==> src/rtl/scan_sched_if.sv <==
// ---------------------------------------------------------------------------
// scan_sched_if
//
// Bundles the PPU-counter inputs and the line-RAM / output-timing controls
// of the scan-doubler line-buffer scheduler.
//
// master : the PPU/timing side (drives counters and output line starts)
// slave  : scan_sched (drives the line RAM controls and lock status)
//
// Signals:
//   count_h, count_v  PPU horizontal / vertical counters (511 = pre-render)
//   out_line_start    one-cycle pulse at the start of every output line
//   wr_en, wr_bank,   line RAM write strobe, bank and pixel address
//   wr_addr
//   rd_bank, rd_phase bank read by the output side, output copy (0/1)
//   frame_sync        one-cycle pulse restarting the output h/v counters
//   locked            output frame is locked to the PPU frame
//   slip              one-cycle pulse when an output line is repeated
//   slip_count        saturating slip statistic (0 unless stats are built)
// ---------------------------------------------------------------------------
interface scan_sched_if;
  logic [8:0] count_h;
  logic [8:0] count_v;
  logic       out_line_start;
  logic       wr_en;
  logic       wr_bank;
  logic [7:0] wr_addr;
  logic       rd_bank;
  logic       rd_phase;
  logic       frame_sync;
  logic       locked;
  logic       slip;
  logic [7:0] slip_count;

  modport master (
    output count_h, count_v, out_line_start,
    input  wr_en, wr_bank, wr_addr, rd_bank, rd_phase,
    input  frame_sync, locked, slip, slip_count
  );

  modport slave (
    input  count_h, count_v, out_line_start,
    output wr_en, wr_bank, wr_addr, rd_bank, rd_phase,
    output frame_sync, locked, slip, slip_count
  );
endinterface

==> src/rtl/scan_sched.sv <==
// ---------------------------------------------------------------------------
// scan_sched
//
// Ping-pong line-buffer scheduler for the NES-to-VGA scan doubler. Each
// visible PPU line is written into one of two line-RAM banks; the output
// side reads every line twice (rd_phase 0/1) and then moves to the other
// bank if it has been completely written. The output frame is locked to the
// PPU frame through frame_sync, and reader/writer slips are counted per
// frame; too many slips in one frame drop the lock.
//
// Ports:
//   clk    pixel clock (single domain)
//   reset  asynchronous, active-high
//   bus    scan_sched_if.slave (PPU counters in, line RAM / lock status out)
//
// Optional feature:
//   SCAN_SCHED_STATS_EN  when defined, slip_count counts every slip and
//                        saturates at 255 (cleared only by reset); when
//                        undefined, slip_count is tied to 0.
// ---------------------------------------------------------------------------
module scan_sched #(
  parameter int LINE_W    = 256,
  parameter int VIS_LINES = 240,
  parameter int SLIP_MAX  = 2
) (
  input  logic         clk,
  input  logic         reset,
  scan_sched_if.slave  bus
);

  localparam logic [8:0] LINE_LIM  = 9'(LINE_W);
  localparam logic [8:0] VIS_LIM   = 9'(VIS_LINES);
  localparam logic [7:0] LAST_ADDR = 8'(LINE_W - 1);
  localparam logic [7:0] SLIP_LIM  = 8'(SLIP_MAX);
  localparam logic [8:0] PRE_LINE  = 9'd511;

  typedef enum logic [1:0] {
    S_UNLOCKED = 2'd0,
    S_ARMED    = 2'd1,
    S_LOCKED   = 2'd2
  } state_t;

  state_t     r_state;
  state_t     w_state_next;

  logic [8:0] r_count_v;
  logic       r_wr_en;
  logic       r_wr_bank;
  logic [7:0] r_wr_addr;
  logic [1:0] r_complete;
  logic       r_rd_bank;
  logic       r_rd_phase;
  logic       r_frame_sync;
  logic       r_slip;
  logic [7:0] r_tally;

  logic       w_edge;
  logic       w_wr_last;
  logic       w_other;
  logic       w_other_ready;
  logic [7:0] w_tally_inc;
  logic       w_lock_entry;
  logic       w_line_step;
  logic       w_advance;
  logic       w_slip;
  logic [1:0] w_set;
  logic [1:0] w_consume;

  // The pre-render line wrapping to line 0 marks a new PPU frame. The
  // registered copy resets to 0 so the first line 0 after reset is not
  // mistaken for a wrap.
  assign w_edge = (r_count_v == PRE_LINE) && (bus.count_v == 9'd0);

  // The write of the last pixel is visible on the registered write outputs;
  // its bank becomes complete on the following clock.
  assign w_wr_last = r_wr_en && (r_wr_addr == LAST_ADDR);

  // A bank that is finishing its last write in this very cycle is treated
  // as already complete, so a line start coinciding with completion still
  // advances instead of slipping.
  assign w_other       = ~r_rd_bank;
  assign w_other_ready = r_complete[w_other] || (w_wr_last && (r_wr_bank == w_other));
  assign w_tally_inc   = r_tally + 8'd1;

  // State register for the lock FSM.
  always_ff @(posedge clk or posedge reset) begin
    if (reset) begin
      r_state <= S_UNLOCKED;
    end else begin
      r_state <= w_state_next;
    end
  end

  // Next-state and read-side decisions. A frame edge always wins over an
  // output line start; line starts only matter while locked, and only the
  // 1->0 phase transition decides between advancing and repeating a line.
  always_comb begin
    w_state_next = r_state;
    w_lock_entry = 1'b0;
    w_line_step  = 1'b0;
    w_advance    = 1'b0;
    w_slip       = 1'b0;
    case (r_state)
      S_UNLOCKED: begin
        if (w_edge) begin
          w_state_next = S_ARMED;
        end
      end
      S_ARMED: begin
        if (w_edge) begin
          w_state_next = S_ARMED;
        end else if (r_complete[0]) begin
          w_state_next = S_LOCKED;
          w_lock_entry = 1'b1;
        end
      end
      S_LOCKED: begin
        if (w_edge) begin
          w_state_next = S_ARMED;
        end else if (bus.out_line_start) begin
          w_line_step = 1'b1;
          if (r_rd_phase) begin
            if (w_other_ready) begin
              w_advance = 1'b1;
            end else begin
              w_slip = 1'b1;
              if (w_tally_inc >= SLIP_LIM) begin
                w_state_next = S_UNLOCKED;
              end
            end
          end
        end
      end
      default: begin
        w_state_next = S_UNLOCKED;
      end
    endcase
  end

  // Per-bank complete flag set/consume requests. Consumption wins so that a
  // bank read in the same cycle it completes is not left marked complete.
  always_comb begin
    w_set     = 2'b00;
    w_consume = 2'b00;
    if (w_wr_last) begin
      w_set[r_wr_bank] = 1'b1;
    end
    if (w_lock_entry) begin
      w_consume[0] = 1'b1;
    end
    if (w_advance) begin
      w_consume[w_other] = 1'b1;
    end
  end

  // Write side, frame tracking, complete flags, slip tally and read side
  // registers. The write controls lag the PPU counters by one clock, so the
  // pixel data path must be delayed by one clock as well.
  always_ff @(posedge clk or posedge reset) begin
    if (reset) begin
      r_count_v    <= 9'd0;
      r_wr_en      <= 1'b0;
      r_wr_addr    <= 8'd0;
      r_wr_bank    <= 1'b0;
      r_complete   <= 2'b00;
      r_tally      <= 8'd0;
      r_frame_sync <= 1'b0;
      r_slip       <= 1'b0;
      r_rd_bank    <= 1'b0;
      r_rd_phase   <= 1'b0;
    end else begin
      r_count_v    <= bus.count_v;
      r_wr_en      <= (bus.count_v < VIS_LIM) && (bus.count_h < LINE_LIM);
      r_wr_addr    <= bus.count_h[7:0];
      r_frame_sync <= w_edge;
      r_slip       <= w_slip;

      if (w_edge) begin
        r_wr_bank  <= 1'b0;
        r_complete <= 2'b00;
        r_tally    <= 8'd0;
      end else begin
        if (w_wr_last) begin
          r_wr_bank <= ~r_wr_bank;
        end
        r_complete <= (r_complete | w_set) & ~w_consume;
        if (w_slip) begin
          r_tally <= w_tally_inc;
        end
      end

      if (w_lock_entry) begin
        r_rd_bank  <= 1'b0;
        r_rd_phase <= 1'b0;
      end else if (w_line_step) begin
        r_rd_phase <= ~r_rd_phase;
        if (w_advance) begin
          r_rd_bank <= w_other;
        end
      end
    end
  end

  assign bus.wr_en      = r_wr_en;
  assign bus.wr_bank    = r_wr_bank;
  assign bus.wr_addr    = r_wr_addr;
  assign bus.rd_bank    = r_rd_bank;
  assign bus.rd_phase   = r_rd_phase;
  assign bus.frame_sync = r_frame_sync;
  assign bus.slip       = r_slip;
  assign bus.locked     = (r_state == S_LOCKED);

`ifdef SCAN_SCHED_STATS_EN
  logic [7:0] r_slip_count;

  // Lifetime slip statistic: survives frame edges, saturates at 255.
  always_ff @(posedge clk or posedge reset) begin
    if (reset) begin
      r_slip_count <= 8'd0;
    end else if (w_slip && (r_slip_count != 8'hFF)) begin
      r_slip_count <= r_slip_count + 8'd1;
    end
  end

  assign bus.slip_count = r_slip_count;
`else
  assign bus.slip_count = 8'd0;
`endif

endmodule

==> src/flat_wrapper.sv <==
// flat-port wrapper written by rule: the top's interface ports become plain ports
module scan_sched_flat 
#(
  parameter int LINE_W    = 256,
  parameter int VIS_LINES = 240,
  parameter int SLIP_MAX  = 2
)
  (clk, reset, bus_count_h, bus_count_v, bus_out_line_start, bus_wr_en, bus_wr_bank, bus_wr_addr, bus_rd_bank, bus_rd_phase, bus_frame_sync, bus_locked, bus_slip, bus_slip_count);
  scan_sched_if bus_i ();
  input  logic clk;
  input  logic reset;
  input wire logic [$bits(bus_i.count_h)-1:0] bus_count_h;
  input wire logic [$bits(bus_i.count_v)-1:0] bus_count_v;
  input wire logic [$bits(bus_i.out_line_start)-1:0] bus_out_line_start;
  output wire logic [$bits(bus_i.wr_en)-1:0] bus_wr_en;
  output wire logic [$bits(bus_i.wr_bank)-1:0] bus_wr_bank;
  output wire logic [$bits(bus_i.wr_addr)-1:0] bus_wr_addr;
  output wire logic [$bits(bus_i.rd_bank)-1:0] bus_rd_bank;
  output wire logic [$bits(bus_i.rd_phase)-1:0] bus_rd_phase;
  output wire logic [$bits(bus_i.frame_sync)-1:0] bus_frame_sync;
  output wire logic [$bits(bus_i.locked)-1:0] bus_locked;
  output wire logic [$bits(bus_i.slip)-1:0] bus_slip;
  output wire logic [$bits(bus_i.slip_count)-1:0] bus_slip_count;
  assign bus_i.count_h = bus_count_h;
  assign bus_i.count_v = bus_count_v;
  assign bus_i.out_line_start = bus_out_line_start;
  assign bus_wr_en = bus_i.wr_en;
  assign bus_wr_bank = bus_i.wr_bank;
  assign bus_wr_addr = bus_i.wr_addr;
  assign bus_rd_bank = bus_i.rd_bank;
  assign bus_rd_phase = bus_i.rd_phase;
  assign bus_frame_sync = bus_i.frame_sync;
  assign bus_locked = bus_i.locked;
  assign bus_slip = bus_i.slip;
  assign bus_slip_count = bus_i.slip_count;
  scan_sched #(.LINE_W(LINE_W), .VIS_LINES(VIS_LINES), .SLIP_MAX(SLIP_MAX)) u_core (.clk(clk), .reset(reset), .bus(bus_i));
endmodule
==> config.mk <==
export PLATFORM = sky130hd
export DESIGN_NAME = scan_sched_flat
export DESIGN_NICKNAME = d
export VERILOG_FILES = /design/src/rtl/scan_sched_if.sv /design/src/rtl/scan_sched.sv /design/src/flat_wrapper.sv
export SDC_FILE = /design/constraint.sdc
export NUM_CORES = 1
export LEC_CHECK = 0
export ABC_AREA = 0
export CAP_MARGIN = 15
export CORE_UTILIZATION = 45
export CTS_BUF_LIST = sky130_fd_sc_hd__clkbuf_4
export DETAILED_ROUTE_END_ITERATION = 8
export GPL_TIMING_DRIVEN = 0
export MAX_ROUTING_LAYER = met4
export PLACE_DENSITY = 0.78
export SLEW_MARGIN = 20
export SYNTH_ARGS = -nofsm -noshare
export SYNTH_HDL_FRONTEND = slang
export SYNTH_SLANG_ARGS = --single-unit
==> constraint.sdc <==
create_clock -name clk -period 1.6 [get_ports clk]
set_input_delay 0.32 -clock clk [delete_from_list [all_inputs] [get_ports clk]]
set_output_delay 0.32 -clock clk [all_outputs]
set_load 0.01 [all_outputs]
* Word level (Yosys, flattened, before mapping)
Index checks and enable logic that the tools add are counted.
** Storage, ports and cells
- Bits of input ports :: 21
- Logic and storage cells :: 96
- Output and inout port bits :: 23
- Flip-flop bits (word level) :: 35
** Cells by class
- Mux-type cells :: 44
- Reductions and logical operators :: 15
- $lt $le $gt $ge :: 7
- Equal/unequal tests :: 11
- $add $sub $neg :: 1
- Bitwise logic cells :: 7
** Operators with widths (count)
- 1-bit two-way mux :: 28
- 2-bit two-way mux :: 11
- 8-bit two-way mux :: 2
- 9-bit equality test, second input constant :: 1
- 9-bit zero test :: 1
- 9-bit by 8-bit less-than comparator with 1-bit output, second input constant :: 1
- 9-bit less-than comparator, second input constant :: 1
- 3-bit by 1-bit inequality test with 1-bit output, second input constant :: 3
- 8-bit by 1-bit adder with 8-bit output, second input constant :: 1
- 8-bit equality test, second input constant :: 1
- 8-bit by 2-bit >= comparator with 1-bit output, second input constant :: 1
- 2-bit nonzero test :: 4
- 1-bit logical AND :: 6
- 3-bit by 2-bit inequality test with 1-bit output, second input constant :: 2
- 2-bit one-hot mux with 3 select lines :: 1
- 6-bit AND reduction :: 1
- 1-bit by 2-bit less-than comparator with 1-bit output, second input constant :: 2
- 1-bit NOT :: 3
- 2-bit bitwise AND :: 1
- 1-bit demux with 1-bit select :: 2
- 2-bit by 1-bit equality test with 1-bit output, second input constant :: 1
- 2-bit equality test, second input constant :: 1
- 1-bit >= comparator, second input constant :: 2
- 2-bit zero test :: 1
- 7 further kinds :: 7

* Logic depth before layout (Yosys ltp)
- Depth in word-level cells :: 13
- Mapped depth :: 6
- Mapped depth without buffers :: 6

* Worst setup path after synthesis
No wires, ideal clock.
- Kind :: register -> register
- From :: register u_core.r_wr_addr[7], in the netlist u_core.bus.wr_addr[7]
- To :: register u_core.r_rd_bank, in the netlist u_core.bus.rd_bank
- Clock period less this slack :: 1.602 ns
- Buffers on the path :: 0
- Stages on the path, launching flop included :: 6
- Setup slack :: -0.002 ns
- Arrival :: 1.498 ns
- Required time :: 1.496 ns
- Setup time :: 0.104 ns
- Cell sequence :: dfrtp_1 > nand4_2 > nor3_4 > a21oi_2 > or4_1 > o311ai_1
** On the way
- Longest elaborated chain between the ends :: 11
** Ends and longest elaborated chain
- start, declared :: line scan_sched.sv:49 : logic [7:0] r_wr_addr;
- start signal, assigned :: line scan_sched.sv:174 : r_wr_addr <= bus.count_h[7:0];
- 8-bit equality test :: line scan_sched.sv:76 : assign w_wr_last = r_wr_en && (r_wr_addr == LAST_ADDR);
- 1-bit logical AND :: line scan_sched.sv:76
- 1-bit logical AND :: line scan_sched.sv:82 : assign w_other_ready = r_complete[w_other] || (w_wr_last && (r_wr_bank == w_other));
- 1-bit logical OR :: line scan_sched.sv:82
- 1-bit two-way mux :: line scan_sched.sv:123 : if (w_other_ready) begin
- 1-bit two-way mux :: line scan_sched.sv:122 : if (r_rd_phase) begin
- 1-bit two-way mux :: line scan_sched.sv:120 : end else if (bus.out_line_start) begin
- 1-bit two-way mux :: line scan_sched.sv:118 : if (w_edge) begin
- 1-bit two-way mux :: line scan_sched.sv:103 : case (r_state)
- 2-bit nonzero test (no source line)
- 2-bit AND reduction (no source line)
- end signal, assigned :: line scan_sched.sv:198 : r_rd_bank <= w_other;
- end, declared :: line scan_sched.sv:51 : logic r_rd_bank;
Every way passes these cells.
A chain may end at the register's enable or synchronous reset.

* Final worst setup path
- From :: register u_core.r_rd_bank, in the netlist u_core.bus.rd_bank
- To :: register u_core.r_tally[0]
** On the way
- Longest elaborated chain between the ends :: 10
- Elaborated cells between the ends (all ways) :: 12
- Those cells by class :: eq/ne (1); mux (7); bitwise (1); reduce/logical (3)
** Ends and longest elaborated chain
- 1-bit NOT :: line scan_sched.sv:81 : assign w_other = ~r_rd_bank;
- 1-bit equality test :: line scan_sched.sv:82
- 1-bit logical AND :: line scan_sched.sv:82
- 1-bit logical OR * :: line scan_sched.sv:82
- 1-bit two-way mux * :: line scan_sched.sv:123
- 1-bit two-way mux * :: line scan_sched.sv:122
- 1-bit two-way mux * :: line scan_sched.sv:120
- 1-bit two-way mux * :: line scan_sched.sv:118
- 1-bit two-way mux * :: line scan_sched.sv:103
- 2-bit nonzero test (no source line) *
- end signal, assigned :: line scan_sched.sv:188 : r_tally <= w_tally_inc;
- end, declared :: line scan_sched.sv:55 : logic [7:0] r_tally;
Every way passes the cells marked *; elsewhere a longest branch is shown, timed or not. The select of a mux whose other input is x is not followed.

==> reports/summary.log <==
[placed_design] count of placed standard cells including taps 228
[cts] Clock Tree Root sky130_fd_sc_hd__clkbuf_4
[cts] Skew-Pair Late Insertion Delay 0.35 ns
[detailed_routing] Iter 0 DRT Violations 33
[yosys] top cells by count, synth 35 x sky130_fd_sc_hd__dfrtp_1, 14 x sky130_fd_sc_hd__nor2_1, 9 x sky130_fd_sc_hd__buf_4, 9 x sky130_fd_sc_hd__nand2_1, 8 x sky130_fd_sc_hd__xnor2_1
[status] run status finished with violations
[yosys] post-synthesis cell type with the largest combined area sky130_fd_sc_hd__dfrtp_1
[worst_setup_path] data required time of the worst path 1.85 ns
[layout] post-layout utilization of the core 0.7276
[timing] transition time at the pin with the least slew margin 0.7098 ns
[floorplanning] Initial Utilization 0.4769
[min_path] hold-critical path depth 1
[global_route] wire length of the first global-routing pass 5375 um
[pwr] static leakage 1.181 nW
[yosys] top cell type's share of synthesized area 0.5418
[floorplanning] Boundary Pins 44
[detailed_routing] remaining antenna violation count after routing 0
[job] number of max-cap violations 0
[yosys] portion of the post-synthesis area used by sequential elements 0.5418
[floorplanning] die area 3836 um^2
[worst_setup_path] largest driver fanout on the critical path 8
[yosys] flops & latches, synth 35
[timing] RSZ-0062 raised after global routing yes
[worst_setup_path] crit path cell chain buf_6, buf_4, a31oi_4, a21oi_4, buf_4, xnor2_1, nor2_1
[status] violated checks negative setup slack
[detailed_routing] Remaining DRCs 0
[timing] crit share post-route 1.020
[worst_setup_path] cell with the largest stage delay on the worst path sky130_fd_sc_hd__dfrtp_2
[min_path] hold_sp bus_count_v[0]
[cts] clock tree from TritonCTS built
[yosys] post-synthesis area per instance 11.55 um^2
[yosys] largest cells by area after synthesis sky130_fd_sc_hd__dfrtp_1 54%, sky130_fd_sc_hd__xnor2_1 4.3%, sky130_fd_sc_hd__buf_4 4.2%
[global_route] via count of the first global-routing pass 1279
[cts] clock slew seen by the registers of the worst setup and hold paths 0.13 ns
[floorplanning] die height 61.94 um
[pwr] worst voltage drop across the vdd grid 0.6293 mV
[floorplanning] placement row count 21
[timing] Post-Route Setup TNS -0.07778 ns
[worst_setup_path] delay contributed by the slowest stage of the critical path 0.46 ns
[layout] Final Non-Filler Cells 254
[timing] final-report hold violation count 0
[timing] minimum period implied by the final worst setup slack 1.632 ns
[cts] clock sink count 35
[global_route] maximum number of pins on one net before global-route repair 36
[detailed_routing] DR pass1 iterations 5
[detailed_routing] detailed-route wire length per cell 14.29 um
[detailed_routing] routed via count 1323
[worst_setup_path] Top cell by count, worst path sky130_fd_sc_hd__buf_4
[worst_setup_path] R2R setup slack -0.03 ns
[timing] worst-case setup margin in the final layout -0.03205 ns
[worst_setup_path] terminus of the critical flop-to-flop path u_core.r_tally[0]
[floorplanning] Core Footprint 3390 um^2
[timing] Max-slew headroom 0.5261
[min_path] hold-critical path endpoint u_core.r_count_v[0]
[global_route] overall global routing resource usage 0.2066
[yosys] warning count from the yosys run 0
[cts] count of hold buffers inserted by post-cts repair 0
[yosys] Cells after Synth 140
[detailed_routing] total routed wirelength 3630 um
[timing] total count of max-transition violations in the final report 0
[placed_design] number of buffer cells added on primary ports 35
[yosys] most frequent cell after synthesis sky130_fd_sc_hd__dfrtp_1
[global_route] total overflow reported by the global router 0
[placed_design] GP Congestion 0.8451
[yosys] proportion of synthesized flip-flops having asynchronous set or reset 1.000
[timing] clock skew after layout 0.02080 ns
[cts] H-tree depth 2
[worst_setup_path] Critical Path Start Type flip-flop
[global_route] number of antenna violations at the first check in global routing 0
[layout] Area Overhead vs Synth 52.55%
[worst_setup_path] startpoint-to-endpoint class of the critical path flip-flop to flip-flop
[worst_setup_path] startpoint of the most critical register-to-register path u_core.bus.rd_bank
[cts] maximum buffer depth of the clock tree 2
[worst_setup_path] worst endpoint data arrival time 1.88 ns
[pwr] cell area power density 1104 nW/um^2
[min_path] class of the tightest hold or removal check input pin to flip-flop
[yosys] most instantiated flip-flop cell in the synthesis netlist sky130_fd_sc_hd__dfrtp_1
[timing] max frequency 0.6127 GHz
[floorplanning] die width 61.94 um
[placed_design] dpl hpwl 2178 um
[cts] TritonCTS buffer count 5
[worst_setup_path] depth of the most critical reg-to-reg path 7
[layout] share of layout cells above drive strength 1 0.3558
[yosys] area of the mapped netlist 1617 um^2
[worst_setup_path] endpoint class of the critical path flip-flop
[yosys] count of flip-flops with a built-in enable after synthesis 0
[layout] Nets 230
[yosys] synth unique cells 45
[layout] diode count 0
[detailed_routing] detail-routed via count per cell 5.209
[timing] final setup fails 3
## worst max path at each step
| stage | start | endpoint | slack, ns | cells after the start |
|---|---|---|---|---|
| 6_report | u_core.bus.rd_bank | u_core.r_tally[0] | -0.03 | 7 |
| 5_1_grt | u_core.r_state[0] | u_core.r_tally[1] | -0.07 | 6 |
| 4_1_cts | bus_count_v[6] | u_core.bus.rd_phase | 0.0004 | 7 |
| 3_5_place_dp | bus_count_v[5] | u_core.r_tally[4] | -0.53 | 7 |
| 3_3_place_gp | bus_count_v[5] | u_core.r_tally[6] | -0.47 | 7 |
| 2_1_floorplan | u_core.bus.wr_addr[2] | u_core.bus.rd_bank | 0.01 | 5 |
## placed cells by master (no fill, tap or decap), drive strengths merged, types with 2 or more instances in the layout
| cell | count |
|---|---|
| nor2 | 14 |
| nand3 | 6 |
| nand4 | 2 |
| nor4 | 3 |
| ha | 2 |
| dlygate4sd2 | 3 |
| conb | 8 |
| dfrtp | 35 |
| nor2b | 4 |
| a21oi | 6 |
| nand2 | 10 |
| a2111oi | 2 |
| clkdlybuf4s50 | 16 |
| nor3 | 3 |
| inv | 5 |
| mux2i | 2 |
| xnor2 | 8 |
| a211oi | 6 |
| nand4b | 2 |
| bufinv | 2 |
| buf | 28 |
| dlymetal6s2s | 15 |
| clkbuf | 5 |
## cell type report
| class | count | area (um^2) |
|---|---|---|
| Inverter | 5 | 18.77 |
| Buffer | 10 | 82.58 |
| Tap cell | 46 | 57.56 |
| Timing Repair Buffer | 53 | 524.3 |
| Fill cell | 227 | 923.4 |
| Sequential cell | 35 | 882.1 |
| Clock buffer | 5 | 37.54 |
| Multi-Input combinational cell | 97 | 795.8 |
| Clock inverter | 3 | 67.56 |
## repair_timing
item                                    CTS  global route
endpoints found under the setup margin   18            26
pin swaps                                 8            13
cloned                                    0             1
gates resized for setup                  23            33
setup buffers                            13             4
## through the flow
stage               worst slack (ns)  total power [mW]  hold WS [ns]  cell area [um^2]
finish                      -0.03205             2.722        0.1329              2466
CTS                        0.0004436             2.663        0.2659              2317
floorplan                    0.01493             1.495        0.3514              1643
global route                -0.07140             2.866        0.1083              2466
detailed placement           -0.5292             1.723        0.5299              2051
global placement             -0.4684             1.693        0.5069              2051
## per-layer routing
layer,global-route usage,routed length [um],vias to the layer above
met1,0.2313,1493,641
met4,0.09206,63,0
met3,0.07660,252,8
li1,-,-,618
met5,-,0,-
met2,0.3303,1821,56
## critical path: cells and delay by family, from the launching register on
| kind | cells | cell delay [ns] |
|---|---|---|
| flops | 1 | 0.46 |
| xor+xnor | 1 | 0.13 |
| buf+inv | 3 | 0.41 |
| simple gates | 1 | 0.05 |
| compound gates | 2 | 0.47 |
## where the power goes
part,switching (mW),total (mW),internal (mW),leakage [nW]
combinational,0.395,0.804,0.410,0.708
sequential,0.116,1.11,0.997,0.422
clock,0.320,0.805,0.486,0.0514
## kinds of logic (layout without fill, tap and decap cells)
logic type,count (synthesis),after routing,share of synthesized area
AOI/OAI and AO/OA,23,23,0.1254
xor gates and xnor gates,9,9,0.04876
adders and majority gates,2,2,0.01548
buffers and inverters,15,76,0.05650
DFF,35,35,0.5418
muxes,2,2,0.01238
other,1,8,0.002320
and+or+nand+nor,53,53,0.1974
## registers in the layout, summed over array words and instances, names as in the netlist
signal and flops:
u_core.bus.rd_phase 1, u_core.bus.wr_en 1, u_core.bus.wr_bank 1, u_core.bus.slip 1
u_core.r_complete 2, u_core.r_count_v 9, u_core.bus.rd_bank 1, u_core.bus.frame_sync 1
u_core.r_state 2, u_core.r_tally 8, u_core.bus.wr_addr 8
(Power assumes the default switching activity.)
